File: src/rtl/ripple_acc_pkg.sv
// Shared types and defaults for the ripple accumulator: FSM state encoding,
// default widths and a single-bit full-adder helper used by the adder slice.
package ripple_acc_pkg;

  localparam int WIDTH_DEF   = 3;
  localparam int COUNT_W_DEF = 4;

  typedef enum logic [1:0] {
    ST_IDLE = 2'd0,
    ST_ACC  = 2'd1,
    ST_DONE = 2'd2
  } acc_state_e;

  // Returns {carry_out, sum} of a single full-adder cell.
  function automatic logic [1:0] full_add(input logic a, input logic b, input logic c);
    logic s;
    logic co;
    s  = a ^ b ^ c;
    co = (a & b) | (c & (a ^ b));
    return {co, s};
  endfunction

endpackage

File: src/rtl/rca_nbit.sv
// Parameterised combinational ripple-carry adder: a WIDTH-long chain of
// full-adder cells with explicit carry-in and carry-out.
module rca_nbit
  import ripple_acc_pkg::*;
#(
  parameter int WIDTH = WIDTH_DEF
) (
  input  logic [WIDTH-1:0] a,
  input  logic [WIDTH-1:0] b,
  input  logic             cin,
  output logic [WIDTH-1:0] sum,
  output logic             cout
);

  logic [WIDTH:0] carry_s;

  assign carry_s[0] = cin;

  for (genvar i = 0; i < WIDTH; i++) begin : g_cell
    logic [1:0] cell_s;
    assign cell_s       = full_add(a[i], b[i], carry_s[i]);
    assign sum[i]       = cell_s[0];
    assign carry_s[i+1] = cell_s[1];
  end

  assign cout = carry_s[WIDTH];

endmodule

File: src/rtl/ripple_accumulator.sv
// Packet accumulator: sums valid/ready operand beats up to in_last and offers
// sum, sticky carry and saturating beat count. ACC_SATURATE_EN clamps the sum.
module ripple_accumulator
  import ripple_acc_pkg::*;
#(
  parameter int WIDTH   = WIDTH_DEF,
  parameter int COUNT_W = COUNT_W_DEF
) (
  input  logic               clk,
  input  logic               rst_n,
  input  logic               in_valid,
  output logic               in_ready,
  input  logic [WIDTH-1:0]   in_data,
  input  logic               in_last,
  output logic               out_valid,
  input  logic               out_ready,
  output logic [WIDTH-1:0]   out_sum,
  output logic               out_carry,
  output logic [COUNT_W-1:0] out_count
);

  localparam logic [COUNT_W-1:0] COUNT_MAX = {COUNT_W{1'b1}};
  localparam logic [COUNT_W-1:0] COUNT_ONE = {{(COUNT_W-1){1'b0}}, 1'b1};

  acc_state_e         state_r;
  acc_state_e         next_state_s;
  logic               in_ready_r;
  logic               out_valid_r;
  logic               in_ready_next_s;
  logic               out_valid_next_s;
  logic [WIDTH-1:0]   acc_r;
  logic               carry_r;
  logic [COUNT_W-1:0] count_r;
  logic [WIDTH-1:0]   sum_s;
  logic               cout_s;
  logic [WIDTH-1:0]   acc_next_s;
  logic [COUNT_W-1:0] count_next_s;
  logic               beat_fire_s;
  logic               result_fire_s;

  assign beat_fire_s   = in_valid & in_ready_r;
  assign result_fire_s = out_valid_r & out_ready;

  rca_nbit #(
    .WIDTH (WIDTH)
  ) u_rca (
    .a    (acc_r),
    .b    (in_data),
    .cin  (1'b0),
    .sum  (sum_s),
    .cout (cout_s)
  );

  // State register plus the handshake flags decoded from the next state.
  always_ff @(posedge clk or negedge rst_n) begin
    if (!rst_n) begin
      state_r     <= ST_IDLE;
      in_ready_r  <= 1'b1;
      out_valid_r <= 1'b0;
    end else begin
      state_r     <= next_state_s;
      in_ready_r  <= in_ready_next_s;
      out_valid_r <= out_valid_next_s;
    end
  end

  // Next-state logic for the packet FSM.
  always_comb begin
    next_state_s = state_r;
    case (state_r)
      ST_IDLE, ST_ACC: begin
        if (beat_fire_s) begin
          next_state_s = in_last ? ST_DONE : ST_ACC;
        end else begin
          next_state_s = state_r;
        end
      end
      ST_DONE: begin
        if (result_fire_s) begin
          next_state_s = ST_IDLE;
        end else begin
          next_state_s = ST_DONE;
        end
      end
      default: next_state_s = ST_IDLE;
    endcase
  end

  // Handshake decode; flags are registered, so they depend on state only.
  always_comb begin
    in_ready_next_s  = 1'b0;
    out_valid_next_s = 1'b0;
    case (next_state_s)
      ST_IDLE, ST_ACC: begin
        in_ready_next_s  = 1'b1;
        out_valid_next_s = 1'b0;
      end
      ST_DONE: begin
        in_ready_next_s  = 1'b0;
        out_valid_next_s = 1'b1;
      end
      default: begin
        in_ready_next_s  = 1'b0;
        out_valid_next_s = 1'b0;
      end
    endcase
  end

  // Next accumulator value: plain wrap or clamp to all-ones once carried.
  always_comb begin
    acc_next_s = sum_s;
`ifdef ACC_SATURATE_EN
    if (carry_r | cout_s) begin
      acc_next_s = {WIDTH{1'b1}};
    end else begin
      acc_next_s = sum_s;
    end
`else
    acc_next_s = sum_s;
`endif
  end

  // Beat counter increments but holds once it reaches all-ones.
  always_comb begin
    count_next_s = count_r;
    if (count_r == COUNT_MAX) begin
      count_next_s = count_r;
    end else begin
      count_next_s = count_r + COUNT_ONE;
    end
  end

  // Datapath registers; the result handshake clears them for the next packet.
  always_ff @(posedge clk or negedge rst_n) begin
    if (!rst_n) begin
      acc_r   <= {WIDTH{1'b0}};
      carry_r <= 1'b0;
      count_r <= {COUNT_W{1'b0}};
    end else if (result_fire_s) begin
      acc_r   <= {WIDTH{1'b0}};
      carry_r <= 1'b0;
      count_r <= {COUNT_W{1'b0}};
    end else if (beat_fire_s) begin
      acc_r   <= acc_next_s;
      carry_r <= carry_r | cout_s;
      count_r <= count_next_s;
    end else begin
      acc_r   <= acc_r;
      carry_r <= carry_r;
      count_r <= count_r;
    end
  end

  assign in_ready  = in_ready_r;
  assign out_valid = out_valid_r;
  assign out_sum   = acc_r;
  assign out_carry = carry_r;
  assign out_count = count_r;

endmodule

File: config.mk
export PLATFORM = sky130hd
export DESIGN_NAME = ripple_accumulator
export DESIGN_NICKNAME = d
export VERILOG_FILES = /design/src/rtl/ripple_acc_pkg.sv /design/src/rtl/rca_nbit.sv /design/src/rtl/ripple_accumulator.sv
export SDC_FILE = /design/constraint.sdc
export NUM_CORES = 1
export LEC_CHECK = 0
export CAP_MARGIN = 20
export CORE_MARGIN = 8
export CORE_UTILIZATION = 35
export CTS_BUF_LIST = sky130_fd_sc_hd__clkbuf_2
export DETAILED_ROUTE_END_ITERATION = 10
export PLACE_DENSITY_LB_ADDON = 0.15
export SYNTH_ARGS = -nofsm -noshare
export SYNTH_HDL_FRONTEND = slang
export SYNTH_SLANG_ARGS = --single-unit
File: constraint.sdc
create_clock -name clk -period 2.3 [get_ports clk]
set_clock_uncertainty 0.05 [all_clocks]
set_input_delay 0.69 -clock clk [delete_from_list [all_inputs] [get_ports clk]]
set_output_delay 0.69 -clock clk [all_outputs]
set_load 0.05 [all_outputs]
# Yosys cells after proc, flatten, opt, wreduce, memory -nomap -nowiden
# Cells that the tools add are included.
# totals
wordCells,47
output_inout_bits,10
regBits,12
in_bits,8
# classes
reduce_logical,6
n_bitwise,15
n_mux,13
n_eq_ne,6
n_addsub,1
# op_table
operator,count
two-way mux 4 bit,3
bitwise AND 1 bit,7
two-way mux 2 bit,3
two-way mux 3 bit,2
XOR 1 bit,5
"adder 4 x 1 -> 4 bit, second input constant",1
"equality test 2 x 1 -> 1 bit, second input constant",2
"equality test 2 bit, second input constant",2
"equality test 4 bit, second input constant",1
logical NOT 2 bit,2
two-way mux 1 bit,4
case mux 2 bit (2 select lines),1
OR reduction 2 bit,2
OR 1 bit,3
"inequality test 2 bit, second input constant",1
AND reduction 2 bit,1
nonzero test 2 bit,1

# Longest topological paths before layout
# logic_depth
word_depth,8
depth_mapped,5
ltp_nobuf,5

# Modules after synthesis
# Synthesis repeated with hierarchy kept, for this count alone.
# hier_totals
cells_unflattened,66
hier_area_um2,639.4
# by_module_without_submodules
mod,instances,seq_area_each_um2,cells_per_inst,area_per_inst_um2
ripple_accumulator,1,301.5,53,541.8
rca_nbit,1,0.0,13,97.6

# Worst setup path before layout
# Ideal clock, no wire load.
# synth_timing
path_kind,input to register
start,input in_data[0]
end,register acc_r[2] (netlist: out_sum[2])
stages,5
path_slack_ns,0.308
t_arrival_ns,1.865
required_time_ns,2.173
cell_sequence,ha_1 fa_1 fa_1 nand2_1 a21oi_1
# synth_via
elab_chain_len,6
# synth_lines
item,line_no,rtl
from (decl),ripple_accumulator.sv:13,"input logic [WIDTH-1:0] in_data,"
bitwise AND 1 bit (2 in a row),ripple_acc_pkg.sv:19,co = (a & b) | (c & (a ^ b));
OR 1 bit,ripple_acc_pkg.sv:19,
XOR 1 bit,ripple_acc_pkg.sv:18,s = a ^ b ^ c;
two-way mux 3 bit,ripple_accumulator.sv:143,end else if (beat_fire_s) begin
two-way mux 3 bit,ripple_accumulator.sv:139,end else if (result_fire_s) begin
to (signal assigned),ripple_accumulator.sv:140,acc_r <= {WIDTH{1'b0}};
to (signal assigned),ripple_accumulator.sv:144,acc_r <= acc_next_s;
to (signal assigned),ripple_accumulator.sv:148,acc_r <= acc_r;
to (decl),ripple_accumulator.sv:31,logic [WIDTH-1:0] acc_r;
# Every way passes these cells. The select of a mux whose other input is x is not followed.
# A chain may end at the register's enable or synchronous reset.

# Worst setup path after layout
# layout_timing
start,register acc_r[0] (netlist: out_sum[0])
end,output out_sum[0]
# layout_lines
item,line_no,rtl
from (signal assigned),ripple_accumulator.sv:136,acc_r <= {WIDTH{1'b0}};
from (signal assigned),ripple_accumulator.sv:140,
from (signal assigned),ripple_accumulator.sv:144,
to (decl),ripple_accumulator.sv:17,"output logic [WIDTH-1:0] out_sum,"
# No word-level cell between the ends.

==> Flow_metrics.wiki <==
{| class="wikitable"
! Metric !! Value
|-
| Result of the run || finished clean
|-
| Area growth from synthesis to layout || 33.3%
|-
| Number of maximum-capacitance constraint violations || 0
|-
| Yosys top cell area share || 0.478
|-
| Detailed-router iteration count before antenna repair || 4
|-
| Fraction of power consumed by the clock network || 0.103
|-
| CTS tree || yes
|-
| Launch point of the worst hold path || state_r[1]$_DFF_PN0_
|-
| Critical path's largest stage delay || 0.81 ns
|-
| Fmax || 0.454 GHz
|-
| Final Hold Vio Count || 0
|-
| Congestion Overflow GR || 0
|-
| Layout Nets || 87
|-
| Largest cells by area after synthesis || dfrtp_1, fa_1, a21oi_1, dfstp_2, ha_1
|-
| Required time reported for the critical path endpoint || 1.56 ns
|-
| Number of flip-flops and latches in the synthesized netlist || 12
|-
| Routed Antenna Nets || 0
|-
| Number of cells traversed by the worst register-to-register path || 5
|-
| Most used DFF post-synth || dfrtp_1
|-
| Fill cell count || between 100 and 150
|-
| Worst slack on hold paths || 0.395 ns
|-
| Slew at the pin closest to its max-slew limit || 0.543 ns
|-
| Number of antenna cells inserted || 0
|-
| Switch share || 0.494
|-
| Setup repair after global routing missed its margin || no
|-
| Die span in x || 56.6 µm
|-
| WHS Endpoint || state_r[0]$_DFF_PN0_
|-
| Vias in the first global route || between 400 and 500
|-
| Max-slew violation total from the final report || 0
|-
| Leading cell type by number of instances after synthesis || dfrtp_1
|-
| Skew-Pair Late Insertion Delay || 0.26 ns
|-
| Portion of the post-synthesis area used by sequential elements || 0.524
|-
| Combined area of the multi-input logic cells || 246 µm²
|-
| Count of instances resized after the clock tree is built || 0
|-
| CTS Hold Bufs || 0
|-
| Largest net degree at the start of global routing || 13
|-
| Ys async rst share || 1.00
|-
| IO Count || 18
|-
| Clock period minus worst slack || 2.20 ns
|-
| Comb pwr share || 0.556
|-
| Initial Utilization || 0.378
|-
| Number of stages on the worst setup path || 1
|-
| Floorplan die area || 3200 µm²
|-
| Antenna violations before repair || 0
|-
| Critical setup path kind || flop to output pin
|-
| Global-route wire length before repair || 2.14 mm
|-
| Remaining design rule violation count || 0
|-
| Die Y-Extent || 56.6 µm
|-
| Wire length reported by the detailed router || between 1 and 1.5 mm
|-
| CP Launch Type || flop
|-
| Switching power || 0.545 mW
|-
| Via count || approximately 460
|-
| Final count of negative-setup-slack endpoints || 0
|-
| Worst voltage drop across the vdd grid || 0.521 mV
|-
| Yosys top cell by area || dfrtp_1
|-
| RR Startpoint || out_sum[0]$_DFFE_PN0P_
|-
| Inserted Clock Buffers || 3
|-
| Leakage power || 0.372 nW
|-
| Per-instance average area after synthesis || 10.7 µm²
|-
| Number of flops mapped to enable cells by yosys || 0
|-
| Number of port buffers || 17
|-
| Routability cong. || 0.705
|-
| Number of buffers on the longest clock path || 2
|-
| Detailed placer's ending HPWL || ~900 µm
|-
| Largest fanout of any net on the critical path || 3
|-
| Critical path cell sequence || clkdlybuf4s50_1
|-
| Synth Warn # || 0
|-
| Final period utilization || 0.959
|-
| Critical path's slowest cell || clkdlybuf4s50_1
|-
| Clock slew at the register clock pins of the worst setup and hold paths || 0.13 ns
|-
| Placeable core region || ~1500 µm²
|-
| Cell internal pwr || 0.559 mW
|-
| Number of sinks on the clock net || 12
|-
| Global Route Usage Sum || 0.0849
|-
| FF+latch area || roughly 300 µm²
|-
| Power density over the cells || about 1400 nW/µm²
|-
| DRT iter0 DRCs || 5
|-
| Class of the tightest hold or removal check || flop to flop
|-
| Cell row count || 14
|-
| Hold path depth || 1
|-
| H-tree levels || 1
|-
| Post-synth cell types || 24
|-
| Internal reg-to-reg setup slack || 0.53 ns
|-
| Detail-routed via count per cell || 5.12
|-
| Category of cells accounting for the largest share of critical-path delay || buffers and inverters
|-
| Final total negative setup slack || 0 ns
|-
| Reg2reg end || out_sum[2]$_DFFE_PN0P_
|-
| Syn nets || 66
|-
| Synthesized instance count || 54
|-
| Bufs and invs on worst path || 1
|-
| Average routed wire per standard cell || 13.2 µm
|-
| Type of element capturing the critical path || output pin
|-
| Share of total power in sequential cells || 0.341
|-
| Crit path arrival time || 1.46 ns
|-
| Post-CTS Setup Bufs || 0
|-
| Buffer cell driving the clock tree root || clkbuf_2
|-
| Commonest cells in the synthesized netlist || dfrtp_1, a21oi_1, nand2_1
|-
| Syn Std Cell Area || about 580 µm²
|-
| Share of final-layout standard cells stronger than drive strength 1 || 0.176
|-
| Remaining max-slew budget at the tightest pin || 0.637
|}
-- area by class of cell --
class / count / area share
timing repair buffer: 18 / 0.219
multi-input combinational: 37 / 0.321
clock buffer: 4 / 0.0261
sequential: 12 / 0.393
tap: 16 / 0.0261
inverter: 3 / 0.0147
-- per-stage QoR --
stage          utilization  setup WS [ns]  std cells  power, mW  instance area [µm²]
2_1_floorplan            -          0.308         54      0.808                  576
3_3_place_gp         0.489         -0.152         86      0.997                  744
3_5_place_dp         0.489         -0.183         86       1.00                  744
4_1_cts              0.502         0.0485         90       1.12                  764
5_1_grt              0.503        0.00314         90       1.20                  767
6_report             0.503         0.0953         90       1.10                  767
-- metal layers --
layer | track usage | share of wire | vias up
met5 | 0 | 0 | -
met4 | 0.0206 | 0.0067 | 0
met3 | 0.0629 | 0.11 | 2
met2 | 0.127 | 0.43 | 17
met1 | 0.0934 | 0.45 | 217
li1 | - | - | 225
-- cell families (layout without fill, tap and decap cells) --
group           after synthesis  after routing  share of synthesized area
compound gates               12             12                      0.115
fa+ha+maj                     4              4                      0.113
buf+inv                       5             25                     0.0478
flops                        12             12                      0.524
simple gates                 21             21                      0.200
-- worst reg2reg max path, stage by stage, from the launching register on --
cell and delay (ns):
dfrtp_1 0.42, ha_1 0.19, fa_1 0.37, fa_1 0.49, nand2_1 0.05, a21oi_1 0.13
-- registers in the layout (all words and copies together) (netlist names) --
| register | flops |
|---|---|
| out_valid | 1 |
| state_r | 2 |
| out_sum | 3 |
| in_ready | 1 |
| out_count | 4 |
| out_carry | 1 |
-- worst max path at each step --
| stage | endpoint | slack (ns) | from |
|---|---|---|---|
| final | out_sum[0] | 0.1 | out_sum[0]$_DFFE_PN0P_ |
| after global routing | out_sum[0] | 0.003 | out_sum[0]$_DFFE_PN0P_ |
| after CTS | out_sum[1] | 0.05 | out_sum[1]$_DFFE_PN0P_ |
| after detailed placement | out_sum[2]$_DFFE_PN0P_ | -0.18 | in_data[0] |
| after global placement | out_sum[2]$_DFFE_PN0P_ | -0.15 | in_data[0] |
| after floorplan | out_sum[2]$_DFFE_PN0P_ | 0.31 | in_data[0] |
-- cells in the final DEF, fill, tap and decap left out --
master           count
nor2_1               2
and2_1               2
nand2_1              6
dfstp_2              1
o21a_1               1
nand2b_1             1
or3_1                1
clkdlybuf4s50_1     11
nor3_2               1
and4_1               1
and3_1               1
buf_4                6
o22a_1               1
dlymetal6s2s_1       1
nand2_2              1
dfrtp_1             11
nor3_1               1
nand3b_1             1
a21oi_1              7
nand3_1              2
inv_1                3
fa_1                 2
ha_1                 2
clkbuf_2             4
o21ai_0              3
nor4_1               1
-- power by group through the flow --
stage          Clock, mW  Sequential, mW  Combinational [mW]
2_1_floorplan          0           0.629               0.179
3_3_place_gp           0           0.380               0.617
3_5_place_dp           0           0.382               0.622
4_1_cts            0.120           0.378               0.624
5_1_grt            0.135           0.394               0.669
6_report           0.113           0.377               0.615
(Power assumes the default switching activity.)
